### config.mk
export PLATFORM = sky130hd
export DESIGN_NAME = qdma_sequencer
export DESIGN_NICKNAME = d
export VERILOG_FILES = /design/src/rtl/qdma_sequencer.sv
export SDC_FILE = /design/constraint.sdc
export NUM_CORES = 1
export LEC_CHECK = 0
export ABC_CLOCK_PERIOD_IN_PS = 4000
export CORE_UTILIZATION = 53
export DETAILED_ROUTE_END_ITERATION = 7
export PLACE_DENSITY = 0.87
export SYNTH_ARGS = -nofsm -noshare
export SYNTH_HDL_FRONTEND = slang
export SYNTH_SLANG_ARGS = --single-unit
### constraint.sdc
create_clock -name clk -period 4 [get_ports clk]
set_clock_uncertainty 0.15 [all_clocks]
set_input_delay 1.2 -clock clk [delete_from_list [all_inputs] [get_ports clk]]
set_output_delay 1.2 -clock clk [all_outputs]
set_load 0.005 [all_outputs]
### src/rtl/qdma_sequencer.sv
// Round-robin sequencer that shares one QBUS bus-master engine between NREQ DMA requesters,
// splitting each granted block into single-word engine cycles and reporting progress.
module qdma_sequencer #(
    parameter int NREQ = 2,
    parameter int AW   = 22,
    parameter int CW   = 16
) (
    input  logic               clk,
    input  logic               reset_n,
    input  logic [NREQ-1:0]    req_valid,
    input  logic [NREQ-1:0]    req_write,
    input  logic [NREQ*AW-1:0] req_addr,
    input  logic [NREQ*CW-1:0] req_count,
    output logic [NREQ-1:0]    req_grant,
    output logic               word_strobe,
    output logic               req_done,
    output logic               req_nxm,
    output logic               dma_read,
    output logic               dma_write,
    output logic [AW-1:0]      dma_addr,
    input  logic               dma_complete,
    input  logic               nxm,
    input  logic               bus_master
);
    localparam int IW = $clog2(NREQ);

    typedef enum logic [2:0] {
        S_IDLE,
        S_ISSUE,
        S_WAIT_DONE,
        S_WAIT_IDLE,
        S_FINISH
    } state_t;

    state_t          state_q, state_d;
    logic [NREQ-1:0] grant_q, grant_d;
    logic [IW-1:0]   owner_q, owner_d;
    logic [IW-1:0]   last_q, last_d;
    logic            write_q, write_d;
    logic [AW-1:0]   addr_q, addr_d;
    logic [CW-1:0]   count_q, count_d;
    logic            err_q, err_d;
    logic            dma_read_q, dma_read_d;
    logic            dma_write_q, dma_write_d;
    logic [AW-1:0]   dma_addr_q, dma_addr_d;
    logic            word_strobe_q, word_strobe_d;
    logic            req_done_q, req_done_d;
    logic            req_nxm_q, req_nxm_d;

    logic [AW-1:0]   addr_arr [NREQ];
    logic [CW-1:0]   count_arr [NREQ];
    logic            any_valid;
    logic            hi_hit;
    logic [IW-1:0]   hi_idx, lo_idx, pick_idx;

    for (genvar i = 0; i < NREQ; i++) begin : g_slice
        assign addr_arr[i]  = req_addr[i*AW +: AW];
        assign count_arr[i] = req_count[i*CW +: CW];
    end

    // Lowest valid index above the last grant wins; otherwise wrap to the lowest valid index.
    always_comb begin
        any_valid = 1'b0;
        hi_hit    = 1'b0;
        hi_idx    = '0;
        lo_idx    = '0;
        for (int j = NREQ - 1; j >= 0; j--) begin
            if (req_valid[j]) begin
                any_valid = 1'b1;
                lo_idx    = IW'(j);
                if (j > int'(last_q)) begin
                    hi_hit = 1'b1;
                    hi_idx = IW'(j);
                end
            end
        end
        pick_idx = hi_hit ? hi_idx : lo_idx;
    end

    always_comb begin
        state_d       = state_q;
        grant_d       = grant_q;
        owner_d       = owner_q;
        last_d        = last_q;
        write_d       = write_q;
        addr_d        = addr_q;
        count_d       = count_q;
        err_d         = err_q;
        dma_read_d    = dma_read_q;
        dma_write_d   = dma_write_q;
        dma_addr_d    = dma_addr_q;
        word_strobe_d = 1'b0;
        req_done_d    = 1'b0;
        req_nxm_d     = 1'b0;
        case (state_q)
            S_IDLE: begin
                if (any_valid) begin
                    grant_d           = '0;
                    grant_d[pick_idx] = 1'b1;
                    owner_d           = pick_idx;
                    write_d           = req_write[pick_idx];
                    addr_d            = addr_arr[pick_idx] & ~AW'(1);
                    count_d           = count_arr[pick_idx];
                    if (count_arr[pick_idx] == '0) begin
                        state_d    = S_FINISH;
                        req_done_d = 1'b1;
                    end else begin
                        state_d = S_ISSUE;
                    end
                end
            end
            S_ISSUE: begin
                dma_addr_d  = addr_q;
                dma_read_d  = ~write_q;
                dma_write_d = write_q;
                state_d     = S_WAIT_DONE;
            end
            S_WAIT_DONE: begin
                // NXM takes precedence over a coincident completion.
                if (nxm) begin
                    dma_read_d  = 1'b0;
                    dma_write_d = 1'b0;
                    dma_addr_d  = '0;
                    req_nxm_d   = 1'b1;
                    err_d       = 1'b1;
                    state_d     = S_WAIT_IDLE;
                end else if (dma_complete) begin
                    dma_read_d    = 1'b0;
                    dma_write_d   = 1'b0;
                    dma_addr_d    = '0;
                    word_strobe_d = 1'b1;
                    addr_d        = addr_q + AW'(2);
                    count_d       = count_q - CW'(1);
                    state_d       = S_WAIT_IDLE;
                end
            end
            S_WAIT_IDLE: begin
                if (!bus_master) begin
                    if (err_q || count_q == '0 || !req_valid[owner_q]) begin
                        state_d    = S_FINISH;
                        req_done_d = 1'b1;
                    end else begin
                        state_d = S_ISSUE;
                    end
                end
            end
            S_FINISH: begin
                grant_d = '0;
                last_d  = owner_q;
                err_d   = 1'b0;
                state_d = S_IDLE;
            end
            default: state_d = S_IDLE;
        endcase
    end

    always_ff @(posedge clk or negedge reset_n) begin
        if (!reset_n) begin
            state_q       <= S_IDLE;
            grant_q       <= '0;
            owner_q       <= '0;
            last_q        <= IW'(NREQ - 1);
            write_q       <= 1'b0;
            addr_q        <= '0;
            count_q       <= '0;
            err_q         <= 1'b0;
            dma_read_q    <= 1'b0;
            dma_write_q   <= 1'b0;
            dma_addr_q    <= '0;
            word_strobe_q <= 1'b0;
            req_done_q    <= 1'b0;
            req_nxm_q     <= 1'b0;
        end else begin
            state_q       <= state_d;
            grant_q       <= grant_d;
            owner_q       <= owner_d;
            last_q        <= last_d;
            write_q       <= write_d;
            addr_q        <= addr_d;
            count_q       <= count_d;
            err_q         <= err_d;
            dma_read_q    <= dma_read_d;
            dma_write_q   <= dma_write_d;
            dma_addr_q    <= dma_addr_d;
            word_strobe_q <= word_strobe_d;
            req_done_q    <= req_done_d;
            req_nxm_q     <= req_nxm_d;
        end
    end

    assign req_grant   = grant_q;
    assign word_strobe = word_strobe_q;
    assign req_done    = req_done_q;
    assign req_nxm     = req_nxm_q;
    assign dma_read    = dma_read_q;
    assign dma_write   = dma_write_q;
    assign dma_addr    = dma_addr_q;

endmodule

[Word level (Yosys, flattened, before mapping)]
Cells that the tools add are included.
Operators by class
  $add $sub $neg: 2
  order comparisons: 5
  eq/ne operators: 10
  muxes and demuxes: 54
  bitwise logic cells: 2
  reduce and logical (&&, ||, !) cells: 17
Operator list (count)
  22-bit two-way mux: 8
  16-bit two-way mux: 6
  22-bit case mux with 2 select lines: 2
  16-bit logical NOT: 2
  16-bit case mux with 2 select lines: 1
  1-bit two-way mux: 23
  22-bit by 2-bit adder with 22-bit output (second input constant): 1
  3-bit two-way mux: 6
  16-bit by 1-bit subtractor with 16-bit output (second input constant): 1
  3-bit case mux with 4 select lines: 1
  2-bit inequality test (second input constant): 5
  1-bit case mux with 2 select lines: 4
  2-bit AND reduction: 4
  2-bit nonzero test: 4
  3-bit by 2-bit == test with 1-bit output (second input constant): 2
  1-bit by 2-bit < comparator with 1-bit output (second input constant): 2
  2-bit case mux with 2 select lines: 1
  4-bit AND reduction: 1
  3-bit by 1-bit == test with 1-bit output (second input constant): 1
  3-bit == test (second input constant): 1
  3-bit logical NOT: 1
  3-bit inequality test (second input constant): 1
  3-bit AND reduction: 1
  2-bit greater-or-equal comparator (second input constant): 1
  other kinds (9): 10
Storage, ports and cells
  register bits after elaboration: 74
  input port bits: 85
  output and inout bits: 29

[Depth between registers and ports, before layout]
Gate-level depths: netlist of run 1.
  depth in word-level cells: 12
  gate-level depth with buffers: 9

[Worst setup path before layout of run 1]
Ideal clock, no wire load.
  path type: input -> register
  start point: in req_valid[1]
  end point: reg addr_q[12]
  library setup time: 79 ps
  arrival: 2234 ps
  required time: 3771 ps
  slack: 1536 ps
  stages on the path: 7
  path buffers: 2
  path through: a21bo_2 -> buf_2 -> clkbuf_1 -> nand2_1 -> nand3_1 -> o21ai_0 -> a2bb2oi_1
On the way
  longest elaborated chain between the ends: 9
  elaborated cells between the ends (all ways): 13
RTL lines
  start: declaration: RTL line 10  | input logic [NREQ-1:0] req_valid,
  1-bit two-way mux (2 in series): RTL line 68  | if (req_valid[j]) begin
  1-bit two-way mux: RTL line 77  | pick_idx = hi_hit ? hi_idx : lo_idx;
  1-bit NOT with 2-bit output (implied by the code): RTL line 102  | addr_d = addr_arr[pick_idx] & ~AW'(1);
  22-bit two-way mux (implied by the code) (3 in series): RTL line 102
  22-bit two-way mux: RTL line 97  | if (any_valid) begin
  22-bit case mux with 2 select lines: RTL line 95  | case (state_q)
  end signal: assignment: RTL line 179  | addr_q <= addr_d;
  end: declaration: RTL line 40  | logic [AW-1:0] addr_q, addr_d;
Parallel ways exist; a longest one is shown, timed or not. The select of a mux whose other input is x is not followed.
A chain may end at the register's enable or synchronous reset.

[Final worst setup path of run 1]
  start point: in req_valid[0]
  end point: reg addr_q[19]
On the way
  longest elaborated chain between the ends: 8
  elaborated cells between the ends (all ways): 11
RTL lines (RTL line)
  1-bit two-way mux: 68
  1-bit two-way mux: 77
  1-bit NOT with 2-bit output (implied by the code): 102
  22-bit two-way mux (implied by the code) (3 in series): 102
  22-bit two-way mux: 97
  22-bit case mux with 2 select lines: 95
Parallel ways exist; a longest one is shown, timed or not. The select of a mux whose other input is x is not followed.

==> reports/results.ini, run 1 <==
[placement]
dp_hpwl_um = 8080
portBuffers = 111
place.gp.congestion = 0.886

[synth]
synth_top_area_frac = 0.429
syn_avg_cell_area_um2 = 8.66
syn-num-nets = 572
async_flop_share = 1.00
synthMuxAreaShare = 0.0217
synthXorXnorAreaFrac = 0
synth_compound_area_frac = 0.250
ys_seq_area_frac = 0.435
synthFlopType = dfrtp_1
yosys.area_share.simple = 0.238
synth_seq_cells = 73
synth_top_family_by_area = compound AO/OA/AOI/OAI gates
yosysUniqueCellTypes = 58
yosysWarnings = 0
synth_edf_count = 0
synth_cells = 485
synth_top_area_cell = dfrtp_1
synthesis.area_mm2 = 0.00420
synthTopCellsByArea = dfrtp_1 43%, nand2_1 7.7%, a22o_1 5.0%
synth_fa_ha_area_frac = 0.00596

[floorplanning]
initial_core_util = 0.547
io-pin-count = 114
die_area_mm2 = 0.00829
row_count = 32
core_mm2 = 0.00769
die_h_um = 91.0
die_w_um = 91.0

[hold_path]
min_path_type = reg2reg

[critical_path]
crit_chain = clkdlybuf4s50_1 -> a21bo_2 -> mux2i_1 -> a22oi_1 -> o22a_1
critPathKind = in2reg
crit_family = compound AO/OA/AOI/OAI gates
worstSetupEndpointType = flop
required_ps = 4090
arrival_ps = 3200
cp_num_buf_inv = 1
startpoint_type = input pin
path_max_fanout = 39
slowest_stage = a21bo_2
slowest_delay_ps = 720

[status]
status = finished, final reports clean

[timing]
finalHoldViolCount = 0
tightestPinTransition_ps = 974
fin_crit_sh = 0.777
period_minus_slack_ps = 3110
finalSetupViolations = 0
drv_slew = 0
relSlewSlack = 0.350
setup_tns_ps = 0
fmax_mhz = 322
grt_setup_unrepaired = false

[global_routing]
grt_pass1_wl_um = 19200
antenna_found_initial = 0
grt-ovfl-total = 0
grt_pass1_vias = 3906
grt_start_max_net_pins = 47
grt_usage = 0.290

[clock_tree]
ctsResizeCount = 0
cts.sinks = 73
cts.clk_slew.worst_paths_ps = 80
ctsHtreeMaxLevel = 3
clock_path_buffers = 2
clockRootBuffer = clkbuf_8
cts_tree = done
ctsHoldBuffers = 0
post-cts-setup-buffers = 0
clk_latency_ps = 340
numCtsBuffers = 9

[route]
vias = 4248
first_iter_violations = 391
routed_via_density = 6.16
drt_wl_total_um = 11500
antenna_left = 0
drtPass1Iterations = 5
drcViolationCount = 0
avgRoutedWirePerCell_um = 16.7

[final_layout]
mostFrequentLayoutCell = clkdlybuf4s50_1
final_cell_mix = 110 x clkdlybuf4s50_1, 86 x nand2_1, 72 x dfrtp_1, 46 x nor2_1, 40 x a21oi_1
num_antenna_cells = 0
layout.nets = 670
drive_gt1_frac = 0.0765
area_growth_pct = 32.6

[flow_run]
maxCapViolations = 0

[power]
vdd_drop_max_v = 0.000307
power_density_mw_per_mm2 = 713
p_leak_uw = 0.00224
p_total_uw = 3970

-- final timing paths --
path / start / end / slack (ps) / cells past startpoint
min in group asynchronous: reset_n / owner_q / 830 / 1
max in group asynchronous: reset_n / req_done / 2180 / 2
worst max register to register: state_q[1] / addr_q[19] / 1330 / 5
worst min register to register: dma_addr[0] / dma_addr[0] / 350 / 1
worst max-delay path: req_valid[0] / addr_q[19] / 890 / 5
worst min-delay path: dma_addr[0] / dma_addr[0] / 350 / 1
-- final cells by class --
type | count | area [um^2]
Clock buffer | 10 | 138
Timing Repair Buffer | 120 | 1200
Clock inverter | 6 | 67.6
Inverter | 6 | 22.5
Fill cell | 591 | 2120
Sequential cell | 73 | 1830
Multi-Input combinational cell | 373 | 2190
Tap cell | 102 | 128
-- power breakdown --
group          switching [uW]  leakage (uW)  internal (uW)
Sequential                358      0.000889           1070
Clock                     282     0.0000985            306
Combinational            1050       0.00125            910
-- flip-flops by register name, indices dropped and copies added (netlist names), 2 cells and up --
register,cells
addr_q,21
count_q,16
dma_addr,22
req_grant,2
state_q,3
-- worst register-to-register path: stages, from the launching register on --
cell and delay, ps:
dfrtp_1 510, or3b_2 640, buf_4 340, nor3_1 540, a22oi_1 150, o22a_1 230
-- metal layers --
layer,vias up,wire length [um],GRT usage
met1,2012,4930,0.403
met2,224,5420,0.456
met3,25,950,0.0637
met4,0,212,0.0847
met5,-,0,0
li1,1987,-,-
-- synthesized netlist by cell type, types with 3 or more instances --
cell type   n
or3_1       4
mux2i_1     8
o21ai_1     7
and3_1      3
a211oi_1    3
a32oi_1     6
dfrtp_1    72
o21ai_0    20
a22o_1     24
nor3b_1     3
a31oi_1    10
nand2_1    86
buf_2       9
nor3_1     10
nand3_1    21
buf_6       6
a32o_1      3
a2bb2oi_1   3
nand4_1    11
o22a_1     12
nor2_1     46
a21oi_1    41
inv_1       6
clkbuf_1   16
o32ai_1     3
nor4_1     11
nor3_2      3
-- metrics by stage --
step                utilization  hold slack, ps  worst slack [ps]  area [um^2]  instances
finish                    0.725             345               891         5570        690
global route              0.725             368               859         5570        690
CTS                       0.725             346               897         5570        690
detailed placement        0.698             328               585         5370        674
global placement          0.698             314               642         5370        674
floorplan                     -             309              1540         4200        485
-- kinds of logic (layout without fill, tap and decap cells) --
family | count (synthesis) | in the layout
AND/OR/NAND/NOR | 210 | 210
AO/OA/AOI/OAI | 152 | 152
flip-flops | 73 | 73
buffers and inverters | 39 | 142
multiplexers | 9 | 9
adder cells (fa/ha/maj) | 2 | 2
Note: power is estimated with default switching activity, not from simulation.
==> run 2, diff against run 1 <==
==> config.mk (replaced) <==
export PLATFORM = sky130hd
export DESIGN_NAME = qdma_sequencer
export DESIGN_NICKNAME = d
export VERILOG_FILES = /design/src/rtl/qdma_sequencer.sv
export SDC_FILE = /design/constraint.sdc
export NUM_CORES = 1
export LEC_CHECK = 0
export ABC_CLOCK_PERIOD_IN_PS = 2950
export CORE_UTILIZATION = 49
export DETAILED_ROUTE_END_ITERATION = 7
export PLACE_DENSITY = 0.81
export SYNTH_ARGS = -nofsm -noshare
export SYNTH_HDL_FRONTEND = slang
export SYNTH_SLANG_ARGS = --single-unit
==> constraint.sdc (replaced) <==
create_clock -name clk -period 2.95 [get_ports clk]
set_clock_uncertainty 0.15 [all_clocks]
set_input_delay 0.885 -clock clk [delete_from_list [all_inputs] [get_ports clk]]
set_output_delay 0.885 -clock clk [all_outputs]
set_load 0.005 [all_outputs]
==> reports/results.ini, run 2 (same netlist as run 1, synthesis figures left out) <==
[hold_path]
min_path_type = reg2reg  ; unchanged

[route]
drcViolationCount = 0  ; unchanged
first_iter_violations = 263  ; was 391
routed_via_density = 5.91  ; was 6.16
drtPass1Iterations = 5  ; unchanged
avgRoutedWirePerCell_um = 16.3  ; was 16.7 um
antenna_left = 0  ; unchanged
vias = 4138  ; was 4,248
drt_wl_total_um = 11400  ; was 11,500 um

[timing]
fin_crit_sh = 0.816
finalHoldViolCount = 0  ; unchanged
finalSetupViolations = 0  ; unchanged
grt_setup_unrepaired = false  ; unchanged
period_minus_slack_ps = 2410
relSlewSlack = 0.535  ; was 0.350
tightestPinTransition_ps = 697  ; was 974 ps
drv_slew = 0  ; unchanged
setup_ws_ps = 541  ; was 891 ps
setup_tns_ps = 0  ; unchanged
fmax_mhz = 415

[floorplanning]
die_h_um = 94.6  ; was 91.0 um
core_mm2 = 0.00826  ; was 0.00769 mm^2
row_count = 33  ; was 32
initial_core_util = 0.509  ; was 0.547
io-pin-count = 114  ; unchanged
die_w_um = 94.6  ; was 91.0 um
die_area_mm2 = 0.00895  ; was 0.00829 mm^2

[power]
p_leak_uw = 0.00228  ; was 0.00224 uW
vdd_drop_max_v = 0.000471  ; was 0.000307 V
power_density_mw_per_mm2 = 952  ; was 713 mW/mm^2

[final_layout]
num_antenna_cells = 0  ; unchanged
fillers = 675  ; was 591
final_cell_mix = 110 x clkdlybuf4s50_1, 86 x nand2_1, 72 x dfrtp_1, 46 x nor2_1, 41 x a21oi_1  ; was 110 x clkdlybuf4s50_1, 86 x nand2_1, 72 x dfrtp_1, 46 x nor2_1, 40 x a21oi_1
layout.nets = 677  ; was 670
drive_gt1_frac = 0.0857  ; was 0.0765
regArea_mm2 = 0.00183  ; unchanged
mostFrequentLayoutCell = clkdlybuf4s50_1  ; unchanged
multi_input_area_mm2 = 0.00219  ; about the same
largest_register_ffs = 22  ; unchanged
area_growth_pct = 34.2  ; was 32.6%

[critical_path]
crit_family = simple AND/OR/NAND/NOR gates  ; was compound AO/OA/AOI/OAI gates
arrival_ps = 2510  ; was 3200 ps
required_ps = 3050  ; was 4090 ps
path_max_fanout = 26  ; was 39
crit_chain = or3b_2 -> nor2_8 -> o22a_4 -> o21ai_0 -> a22o_1  ; was clkdlybuf4s50_1 -> a21bo_2 -> mux2i_1 -> a22oi_1 -> o22a_1
worstSetupEndpointType = flop  ; unchanged
startpoint_type = flop  ; was input pin
cp_num_buf_inv = 0  ; was 1
slowest_delay_ps = 750  ; was 720 ps
slowest_stage = or3b_2  ; was a21bo_2
critPathKind = reg2reg  ; was in2reg

[clock_tree]
cts_tree = done  ; unchanged
numCtsBuffers = 9  ; unchanged
cts.sinks = 73  ; unchanged
clock_path_buffers = 2  ; unchanged
clockRootBuffer = clkbuf_8  ; unchanged
ctsHoldBuffers = 0  ; unchanged
clk_latency_ps = 370  ; was 340 ps
post-cts-setup-buffers = 0  ; unchanged
cts.clk_slew.worst_paths_ps = 80  ; about the same
ctsResizeCount = 0  ; unchanged
ctsHtreeMaxLevel = 3  ; unchanged

[global_routing]
grt_start_max_net_pins = 74  ; was 47
antenna_found_initial = 0  ; unchanged
grt_pass1_wl_um = 18600  ; was 19,200 um
grt_usage = 0.270  ; was 0.290
grt_pass1_vias = 3742  ; was 3,906
grt-ovfl-total = 0  ; unchanged

[placement]
dp_hpwl_um = 8300  ; was 8080 um
place.gp.congestion = 0.866  ; was 0.886
portBuffers = 111  ; unchanged
dp_slack_ps = 259  ; was 585 ps

[flow_run]
maxCapViolations = 0  ; unchanged

[status]
status = finished, final reports clean  ; unchanged

-- run 2: changes by cell type in the layout (fill, tap and decap cells not counted) --
cell	before	now
buf_4	7	11
buf_12	2	5
a21oi_1	40	41
a21oi_2	2	1
bufinv_16	1	0
clkinv_2	1	2
clkinv_4	2	1
inv_6	0	1
-- run 2: path summary, 6_finish.rpt --
path / start / end / slack (ps) / depth (start not counted)
max: state_q[2] / count_q[2] / 540 / 5
min: dma_addr[4] / dma_addr[4] / 330 / 2
max reg2reg: state_q[2] / count_q[2] / 540 / 5
min reg2reg: dma_addr[4] / dma_addr[4] / 330 / 2
max in group asynchronous: reset_n / last_q / 1940 / 2
min in group asynchronous: reset_n / req_grant[1] / 400 / 2
-- run 2: worst register-to-register path, cell delays in order, from the launching register on --
cell	delay, ps
dfrtp_1	500
or3b_2	750
nor2_8	200
o22a_4	320
o21ai_0	140
a22o_1	240
-- run 2: where the power goes --
part / leakage, uW / total (uW) / internal (uW) / switching, uW
logic: 0.00130 / 2700 / 1310 / 1400
clock network: 0.0000887 / 729 / 329 / 400
registers: 0.000889 / 1930 / 1450 / 482
total: 0.00228 / 5370 / 3090 / 2280
-- run 2: layer usage --
metal / part of all wire / GRT usage
met5: 0 / 0
met4: 0.013 / 0.0682
met3: 0.072 / 0.0612
met2: 0.46 / 0.430
met1: 0.45 / 0.373
-- run 2: through the flow --
stage                     cells  hold WS (ps)  cell area, um^2  utilization  power [uW]
final                       700           330             5640        0.683        5370
after global routing        700           375             5640        0.683        5780
after CTS                   700           339             5640        0.683        5380
after detailed placement    684           320             5460        0.661        4640
after global placement      684           313             5460        0.661        4540
after floorplan             485           309             4200            -        3680
-- run 2: area by class of cell --
cell class	count	share of cell area
well taps	105	0.0233
multi-input cells	373	0.388
flip-flops and latches	73	0.324
clock buffers	10	0.0244
repair buffers	127	0.229
clock inverters	6	0.00755
inverters	6	0.00400
